## config.mk

```make
export PLATFORM = sky130hd
export DESIGN_NAME = instruction_fetch
export DESIGN_NICKNAME = d
export VERILOG_FILES = /design/src/rtl/instruction_fetch_pkg.sv /design/src/rtl/instruction_fetch.sv
export SDC_FILE = /design/constraint.sdc
export NUM_CORES = 1
export LEC_CHECK = 0
export BUFFER_PORTS_ARGS = -buffer_cell sky130_fd_sc_hd__buf_2
export CAP_MARGIN = 5
export CORE_UTILIZATION = 46
export CTS_CLUSTER_SIZE = 24
export DETAILED_ROUTE_END_ITERATION = 12
export PLACE_DENSITY = 0.77
export REMOVE_ABC_BUFFERS = 1
export SKIP_CTS_REPAIR_TIMING = 1
export SLEW_MARGIN = 40
export SYNTH_ARGS = -nofsm -noshare
export SYNTH_HDL_FRONTEND = slang
export SYNTH_SLANG_ARGS = --single-unit
```

## constraint.sdc

```tcl
create_clock -name clock -period 1.95 [get_ports clock]
set_input_delay 0.0975 -clock clock [delete_from_list [all_inputs] [get_ports clock]]
set_output_delay 0.0975 -clock clock [all_outputs]
set_load 0.03 [all_outputs]
```

## src/rtl/instruction_fetch_pkg.sv

```systemverilog
// instruction_fetch_pkg: fetch FSM states and byte-assembly constants
// shared by the instruction fetch stage.
package instruction_fetch_pkg;
    localparam int INSTR_BYTES  = 4;
    localparam int BYTE_INDEX_W = 2;
    typedef enum logic [1:0] {IDLE, READ, DONE} state_t;
endpackage

```

## src/rtl/instruction_fetch.sv

```systemverilog
// instruction_fetch: reads four ROM bytes per request and returns a little-endian word with a fault flag.
// Optional FETCH_MISALIGN_CHECK_EN faults any request whose address is not word aligned.
module instruction_fetch
    import instruction_fetch_pkg::*;
#(
    parameter logic [31:0] RESET_ADDRESS = 32'h0
) (
    input  logic        clock,
    input  logic        reset,
    input  logic        req_valid,
    input  logic [31:0] req_address,
    output logic        req_ready,
    output logic [31:0] rom_address,
    input  logic [7:0]  rom_data,
    input  logic        rom_illegal,
    output logic        instr_valid,
    output logic [31:0] instr,
    output logic        fault,
    input  logic        instr_ready
);
    state_t                  state_q, state_d;
    logic [BYTE_INDEX_W-1:0] idx_q, idx_d;
    logic [31:0]             base_q, base_d;
    logic [31:0]             instr_q, instr_d;
    logic                    fault_q, fault_d;
    logic                    accept;
    logic                    misalign;

    assign req_ready   = (state_q == IDLE) || (state_q == DONE && instr_ready);
    assign instr_valid = state_q == DONE;
    assign instr       = instr_q;
    assign fault       = fault_q;
    assign rom_address = (state_q == READ) ? base_q + 32'(idx_q) : base_q;
    assign accept      = req_valid && req_ready;
`ifdef FETCH_MISALIGN_CHECK_EN
    assign misalign = |req_address[1:0];
`else
    assign misalign = 1'b0;
`endif

    always_comb begin
        state_d = state_q;
        idx_d   = idx_q;
        base_d  = base_q;
        instr_d = instr_q;
        fault_d = fault_q;
        if (state_q == READ) begin
            if (rom_illegal) begin
                instr_d = '0;
                fault_d = 1'b1;
                state_d = DONE;
            end else begin
                instr_d[8*idx_q +: 8] = rom_data;
                idx_d = idx_q + BYTE_INDEX_W'(1);
                if (idx_q == BYTE_INDEX_W'(INSTR_BYTES - 1))
                    state_d = DONE;
            end
        end else if (accept) begin
            // a DONE handshake can chain straight into the next fetch
            base_d  = req_address;
            instr_d = '0;
            idx_d   = '0;
            fault_d = misalign;
            state_d = misalign ? DONE : READ;
        end else if (state_q == DONE && instr_ready) begin
            state_d = IDLE;
        end
    end

    always_ff @(posedge clock or posedge reset) begin
        if (reset) begin
            state_q <= IDLE;
            idx_q   <= '0;
            base_q  <= RESET_ADDRESS;
            instr_q <= '0;
            fault_q <= 1'b0;
        end else begin
            state_q <= state_d;
            idx_q   <= idx_d;
            base_q  <= base_d;
            instr_q <= instr_d;
            fault_q <= fault_d;
        end
    end
endmodule

```

==> results.md, run 1 <==
* Via Count at 2936
* Syn_area_per_cell at 12.0 um^2
* Yosys warns at 0
* Register area share after synthesis at 50.5%
* Syn-to-layout area delta at 41.5%
* Number of flops mapped to enable cells by yosys at 0
* Length of the first detailed-routing pass in iterations at 4
* Initial antenna violation count at 0
* Row count at 31
* Minimum clock period at 2.52 ns
* Final setup viols at 30
* Total global routing overflow at 0
* CTS tree: done
* Top cell type by total area after synthesis: dfrtp_1
* Die X at 88.2 um
* Num CTS Buffers at 9
* P_leak at 2.38 nW
* Filler cells at 563
* Final GP Congestion at 0.827
* Worst Path Buf+Inv at 2
* Max-slew violations at 0
* Fraction of layout cells with a size suffix above 1 at 46.4%
* Startpoint Class: flop
* Vias per cell at 5.26
* Detail Route Antenna Nets at 0
* Headroom to the max-slew limit at 58.8%
* Slew of the pin with the lowest slew margin at 0.617 ns
* Setup ws final at -0.568 ns
* IO Port Bufs at 111
* Synth Flop Type: dfrtp_1
* Multi-input logic area at 1630 um^2
* Failing checks: negative setup slack
* Aggregate global-route resource usage at 21.9%
* H-tree Lvls at 3
* Top post-synthesis cells by area: dfrtp_1, mux2_2, a22o_1, xor2_1, xnor2_1
* HP Class: primary input to flop
* Synthesis-stage register bit count at 69
* Die height at 88.2 um
* Mapped cell area at 3420 um^2
* Setup crit end kind: output pin
* Clk slew on worst S/H paths at 0.08 ns
* Commonest cells in the synthesized netlist: dfrtp_1, a22o_1, mux2_2, xor2_1, nand2_1
* Max Freq at 397 MHz
* Post-route cell area at 4840 um^2
* Critical-path cell with the highest stage delay: dfrtp_1
* Unique masters post-synth at 38
* CP max FO at 6
* Pwr/cell area at 1450 nW/um^2
* Drt total wl at 8720 um
* Reg2reg setup slack at 0.11 ns
* CP Class: flop to output pin
* Initial Util at 47.4%
* Final nets at 507
* Root Driver: clkbuf_8
* Clock Path Buffers at 2
* Fin crit share at 129%
* Fin util at 67.1%
* Clock latency on the worst-skew pair at 0.34 ns
* ANT cells at 0
* Total Power at 7.02 mW
* Core area at 7210 um^2
* Initial DRC count at 81
* RSZ-0062 raised after global routing: yes
* Placed cell area at 4290 um^2
* IO Count at 112
* Register area at 1730 um^2
* DRC Markers at 0
* Slowest stage delay, CP at 0.36 ns
* Async set-reset flop share out of synthesis at 100%
* Outcome: finished with violations
* Vias in the first global route at 2745
* First-pass GRT wire length at 13000 um
* Worst slack at placement at -0.328 ns
* Largest net degree at the start of global routing at 36
* Hold Vio Cnt, Final at 0
* Clock sinks at 69
* DP Wirelength at 6090 um
* Crit path DAT at 2.42 ns
* Clk_skew at 0.00917 ns
* Count leader, synth: dfrtp_1
* Die ar. at 7780 um^2
* Worst endpoint required time at 1.85 ns
* Max-cap viol count at 0
* Crit-path cells: ha_2 > inv_2 > fa_2 > nor3b_4 > nand3_2 > nor4_2 > xor2_1 > buf_2
* Drt wl/cell at 15.6 um
* Largest delay share family, worst path: simple AND/OR/NAND/NOR gates
* Synth Instances at 285
* Peak supply drop at 0.645 mV
* Yosys top cell area share at 50.5%
[flip-flops by register name, summed over array words and instances (netlist names)]
signal and cells:
base_q 32, instr 32, idx_q 2, state_q 2
fault 1
[through the flow]
stage	cells	setup TNS [ns]	hold WS, ns
floorplan	273	-67.79	0.214
global placement	513	-2.16	0.211
detailed placement	513	-3.04	0.220
CTS	529	-13.86	-0.161
global route	558	-16.41	0.00426
finish	558	-12.51	0.00818
[worst paths after layout]
check / start / endpoint / cells past startpoint
max: idx_q[0]$_DFFE_PP0P_ / rom_address[26] / 8
min: req_address[0] / base_q[0]$_DFFE_PP0P_ / 2
max reg2reg: idx_q[0]$_DFFE_PP0P_ / instr[3]$_DFFE_PP0P_ / 8
min reg2reg: instr[16]$_DFFE_PP0P_ / instr[16]$_DFFE_PP0P_ / 1
max in group asynchronous: reset / base_q[0]$_DFFE_PP0P_ / 4
min in group asynchronous: reset / base_q[13]$_DFFE_PP0P_ / 3
[where the power goes]
group | internal [mW] | leakage, nW | switching (mW)
Sequential | 1.86 | 0.887 | 0.434
Clock | 0.492 | 0.0943 | 0.616
Combinational | 1.49 | 1.40 | 2.13
[final cells by class]
cell class / count / share of cell area (%)
clock buffers: 9 / 2.56
clock inverters: 7 / 1.34
inverters: 11 / 0.853
multi-input cells: 193 / 33.7
flip-flops and latches: 69 / 35.7
well taps: 99 / 2.56
repair buffers: 170 / 23.3
[logic make-up (layout without fill, tap and decap cells)]
| family | count (synthesis) | count (layout) | share of synthesized area [%] |
|---|---|---|---|
| fa+ha+maj | 8 | 8 | 3.15 |
| simple gates | 78 | 78 | 14.0 |
| buf+inv | 23 | 197 | 3.29 |
| mux | 29 | 29 | 9.55 |
| flops | 69 | 69 | 50.5 |
| compound gates | 48 | 48 | 11.8 |
| xor+xnor | 30 | 30 | 7.68 |
[layout by cell type (no fill, tap or decap), types with 6 or more instances in the layout]
cell type,n
inv_1,9
and4_1,8
and3_1,6
a22o_1,32
buf_2,100
xor2_1,18
buf_4,38
nand4_1,8
mux2_2,29
dfrtp_1,69
xnor2_1,12
nor2_1,8
dlygate4sd3_1,27
nand2_1,14
nand3_1,8
clkbuf_8,9
[metal layers]
| layer | wire length, um | up-vias | GRT usage, % |
|---|---|---|---|
| met2 | 4360 | 107 | 37.0 |
| met4 | 131 | 0 | 7.77 |
| li1 | - | 1383 | - |
| met3 | 430 | 11 | 4.01 |
| met1 | 3800 | 1435 | 28.3 |
| met5 | 0 | - | 0 |
Power figures use the tool's default switching activity.
==> inputs of run 2 (changes only) <==
- BUFFER_PORTS_ARGS: -buffer_cell sky130_fd_sc_hd__buf_2 -> -buffer_cell sky130_fd_sc_hd__buf_4
==> run 2 against run 1 <==
The run ends with negative hold slack, negative setup slack left. Count of clock-buffer cells in the layout stayed put. Non-clock buffer count is 3 higher. Cell area is 10% higher. Power is 8.6% higher. Largest power group unchanged.
==> results.md, run 2 (same netlist as run 1, synthesis figures left out) <==
* Outcome: finished with violations (unchanged)
* Failing checks: negative hold slack, negative setup slack (was negative setup slack)
* DP Wirelength at 6160 um (was 6090 um)
* Pwr/cell area at 1430 nW/um^2 (was 1450 nW/um^2)
* Die ar. at 7780 um^2 (unchanged)
* RSZ-0062 raised after global routing: yes (unchanged)
* Max Freq at 375 MHz (was 397 MHz)
* Setup crit end kind: output pin (unchanged)
* Crit path DAT at 2.57 ns (was 2.42 ns)
* Critical-path cell with the highest stage delay: fa_2 (was dfrtp_1)
* Detail Route Antenna Nets at 0 (unchanged)
* Die X at 88.2 um (unchanged)
* Final nets at 510 (was 507)
* CP Class: flop to output pin (unchanged)
* Initial antenna violation count at 0 (unchanged)
* Length of the first detailed-routing pass in iterations at 4 (unchanged)
* Slowest stage delay, CP at 0.37 ns (was 0.36 ns)
* Worst slack at placement at -0.275 ns (was -0.328 ns)
* Crit-path cells: ha_2 > inv_2 > fa_2 > nor3b_4 > buf_4 > and4_1 > buf_6 > nand4_1 > xnor2_1 > buf_4 (was ha_2 > inv_2 > fa_2 > nor3b_4 > nand3_2 > nor4_2 > xor2_1 > buf_2)
* Most frequent cells in the layout: buf_4, dfrtp_1, a22o_1 (was buf_2, dfrtp_1, buf_4)
* CP max FO at 8 (was 6)
* Aggregate global-route resource usage at 22.3% (was 21.9%)
* Initial Util at 47.4% (unchanged)
* Clock sinks at 69 (unchanged)
* Via Count at 3009 (was 2936)
* Fraction of layout cells with a size suffix above 1 at 48.9% (was 46.4%)
* CTS tree: done (unchanged)
* Psw at 3.41 mW (was 3.18 mW)
* Clk_skew at 0.0100 ns (was 0.00917 ns)
* Pint at 4.22 mW (was 3.84 mW)
* Most common cell after layout, fill and taps aside: buf_4 (was buf_2)
* Vias in the first global route at 2707 (was 2745)
* Row count at 31 (unchanged)
* Switching share of power at 44.7% (was 45.3%)
* Largest net degree at the start of global routing at 37 (was 36)
* ANT cells at 0 (unchanged)
* Hold slack at -0.0146 ns (was 0.00818 ns)
* Clock Path Buffers at 2 (unchanged)
* Syn-to-layout area delta at 56.3% (was 41.5%)
* Largest delay share family, worst path: adder cells (was simple AND/OR/NAND/NOR gates)
* Peak supply drop at 0.748 mV (was 0.645 mV)
* P_leak at 2.62 nW (was 2.38 nW)
* Num CTS Buffers at 9 (unchanged)
* Core area at 7210 um^2 (unchanged)
* HP Class: primary input to flop (unchanged)
* Clk pwr share at 16.1% (was 15.8%)
* Most used cell, CP: buf_4
* Vias per cell at 5.36 (was 5.26)
* Total global routing overflow at 0 (unchanged)
* Comb pwr share at 52.6% (was 51.5%)
* First-pass GRT wire length at 13200 um (was 13000 um)
* Clk slew on worst S/H paths at 0.08 ns (about the same)
* Final setup viols at 31 (was 30)
* Total Power at 7.62 mW (was 7.02 mW)
* Headroom to the max-slew limit at 62.8% (was 58.8%)
* Startpoint Class: flop (unchanged)
* Worst Path Buf+Inv at 4 (was 2)
* Setup ws final at -0.716 ns (was -0.568 ns)
* Final GP Congestion at 0.848 (was 0.827)
* Minimum clock period at 2.67 ns (was 2.52 ns)
* Part of the power in registers at 31.3% (was 32.7%)
* Worst endpoint required time at 1.85 ns (about the same)
* DRC Markers at 0 (unchanged)
* Clock latency on the worst-skew pair at 0.35 ns (was 0.34 ns)
* Initial DRC count at 100 (was 81)
* Root Driver: clkbuf_8 (unchanged)
* IO Port Bufs at 111 (unchanged)
* Max-cap viol count at 0 (unchanged)
* Slew of the pin with the lowest slew margin at 0.557 ns (was 0.617 ns)
* H-tree Lvls at 3 (unchanged)
* Hold Vio Cnt, Final at 6 (was 0)
* Die height at 88.2 um (unchanged)
* Max-slew violations at 0 (unchanged)
* Drt total wl at 9860 um (was 8720 um)
* Drt wl/cell at 17.6 um (was 15.6 um)
* Fin crit share at 137% (was 129%)
* IO Count at 112 (unchanged)
* Filler cells at 483 (was 563)
run 2: changes by cell type in the layout (fill, tap and decap cells not counted), moves of 2 or more:
cell	previous run	this run
nor4_4	0	2
buf_4	38	132
dlygate4sd3_1	27	29
nor3_4	0	8
nor3_2	4	0
xnor2_1	12	10
nor3_1	5	1
buf_2	100	0
buf_6	2	9
nor4_2	4	1
nor2_1	8	3
nor2_4	2	7
run 2: metrics by stage:
step | TNS, ns | util, % | hold WS (ns) | area (um^2) | instances
6_report | -13.46 | 74.1 | -0.0146 | 5350 | 561
5_1_grt | -16.92 | 74.1 | -0.0169 | 5350 | 561
4_1_cts | -13.18 | 65.6 | -0.192 | 4730 | 524
3_5_place_dp | -2.82 | 62.7 | 0.185 | 4530 | 508
3_3_place_gp | -2.01 | 62.7 | 0.173 | 4530 | 508
2_1_floorplan | -67.79 | - | 0.214 | 3350 | 273
run 2: cell type report:
type	instances	area [um^2]	area share (%)
Timing Repair Buffer	173	1440	26.9
Multi-Input combinational cell	193	1810	33.8
Clock buffer	9	124	2.32
Tap cell	99	124	2.32
Inverter	11	41.3	0.772
Sequential cell	69	1730	32.3
Clock inverter	7	82.6	1.54
run 2: tightest hold or removal path: stages:
cell	delay [ns]
buf_4	0.08
nand2_1	0.04
o21ai_0	0.07
run 2: final timing paths:
check	start	end	slack [ns]	depth (start not counted)
max in group asynchronous	reset	base_q[4]$_DFFE_PP0P_	0.99	4
setup reg to reg	state_q[1]$_DFFE_PP0P_	instr[8]$_DFFE_PP0P_	0.07	4
min in group asynchronous	reset	base_q[14]$_DFFE_PP0P_	0.36	3
setup / recovery	idx_q[0]$_DFFE_PP0P_	rom_address[20]	-0.72	10
hold / removal	req_address[9]	base_q[9]$_DFFE_PP0P_	-0.01	3
hold reg to reg	instr[9]$_DFFE_PP0P_	instr[9]$_DFFE_PP0P_	0.51	1
run 2: metal layers:
| layer | track usage [%] | wire (um) |
|---|---|---|
| met3 | 4.48 | 544 |
| met5 | 0 | 0 |
| met2 | 36.3 | 5130 |
| met1 | 30.0 | 4090 |
| met4 | 7.62 | 97 |
run 2: power groups by stage:
stage / clock network, mW / logic [mW] / registers, mW
final: 1.22 / 4.01 / 2.39
after global routing: 1.31 / 4.27 / 2.45
after CTS: 1.23 / 3.68 / 2.31
after detailed placement: 0 / 3.64 / 2.33
after global placement: 0 / 3.58 / 2.31
after floorplan: 0 / 2.16 / 2.37
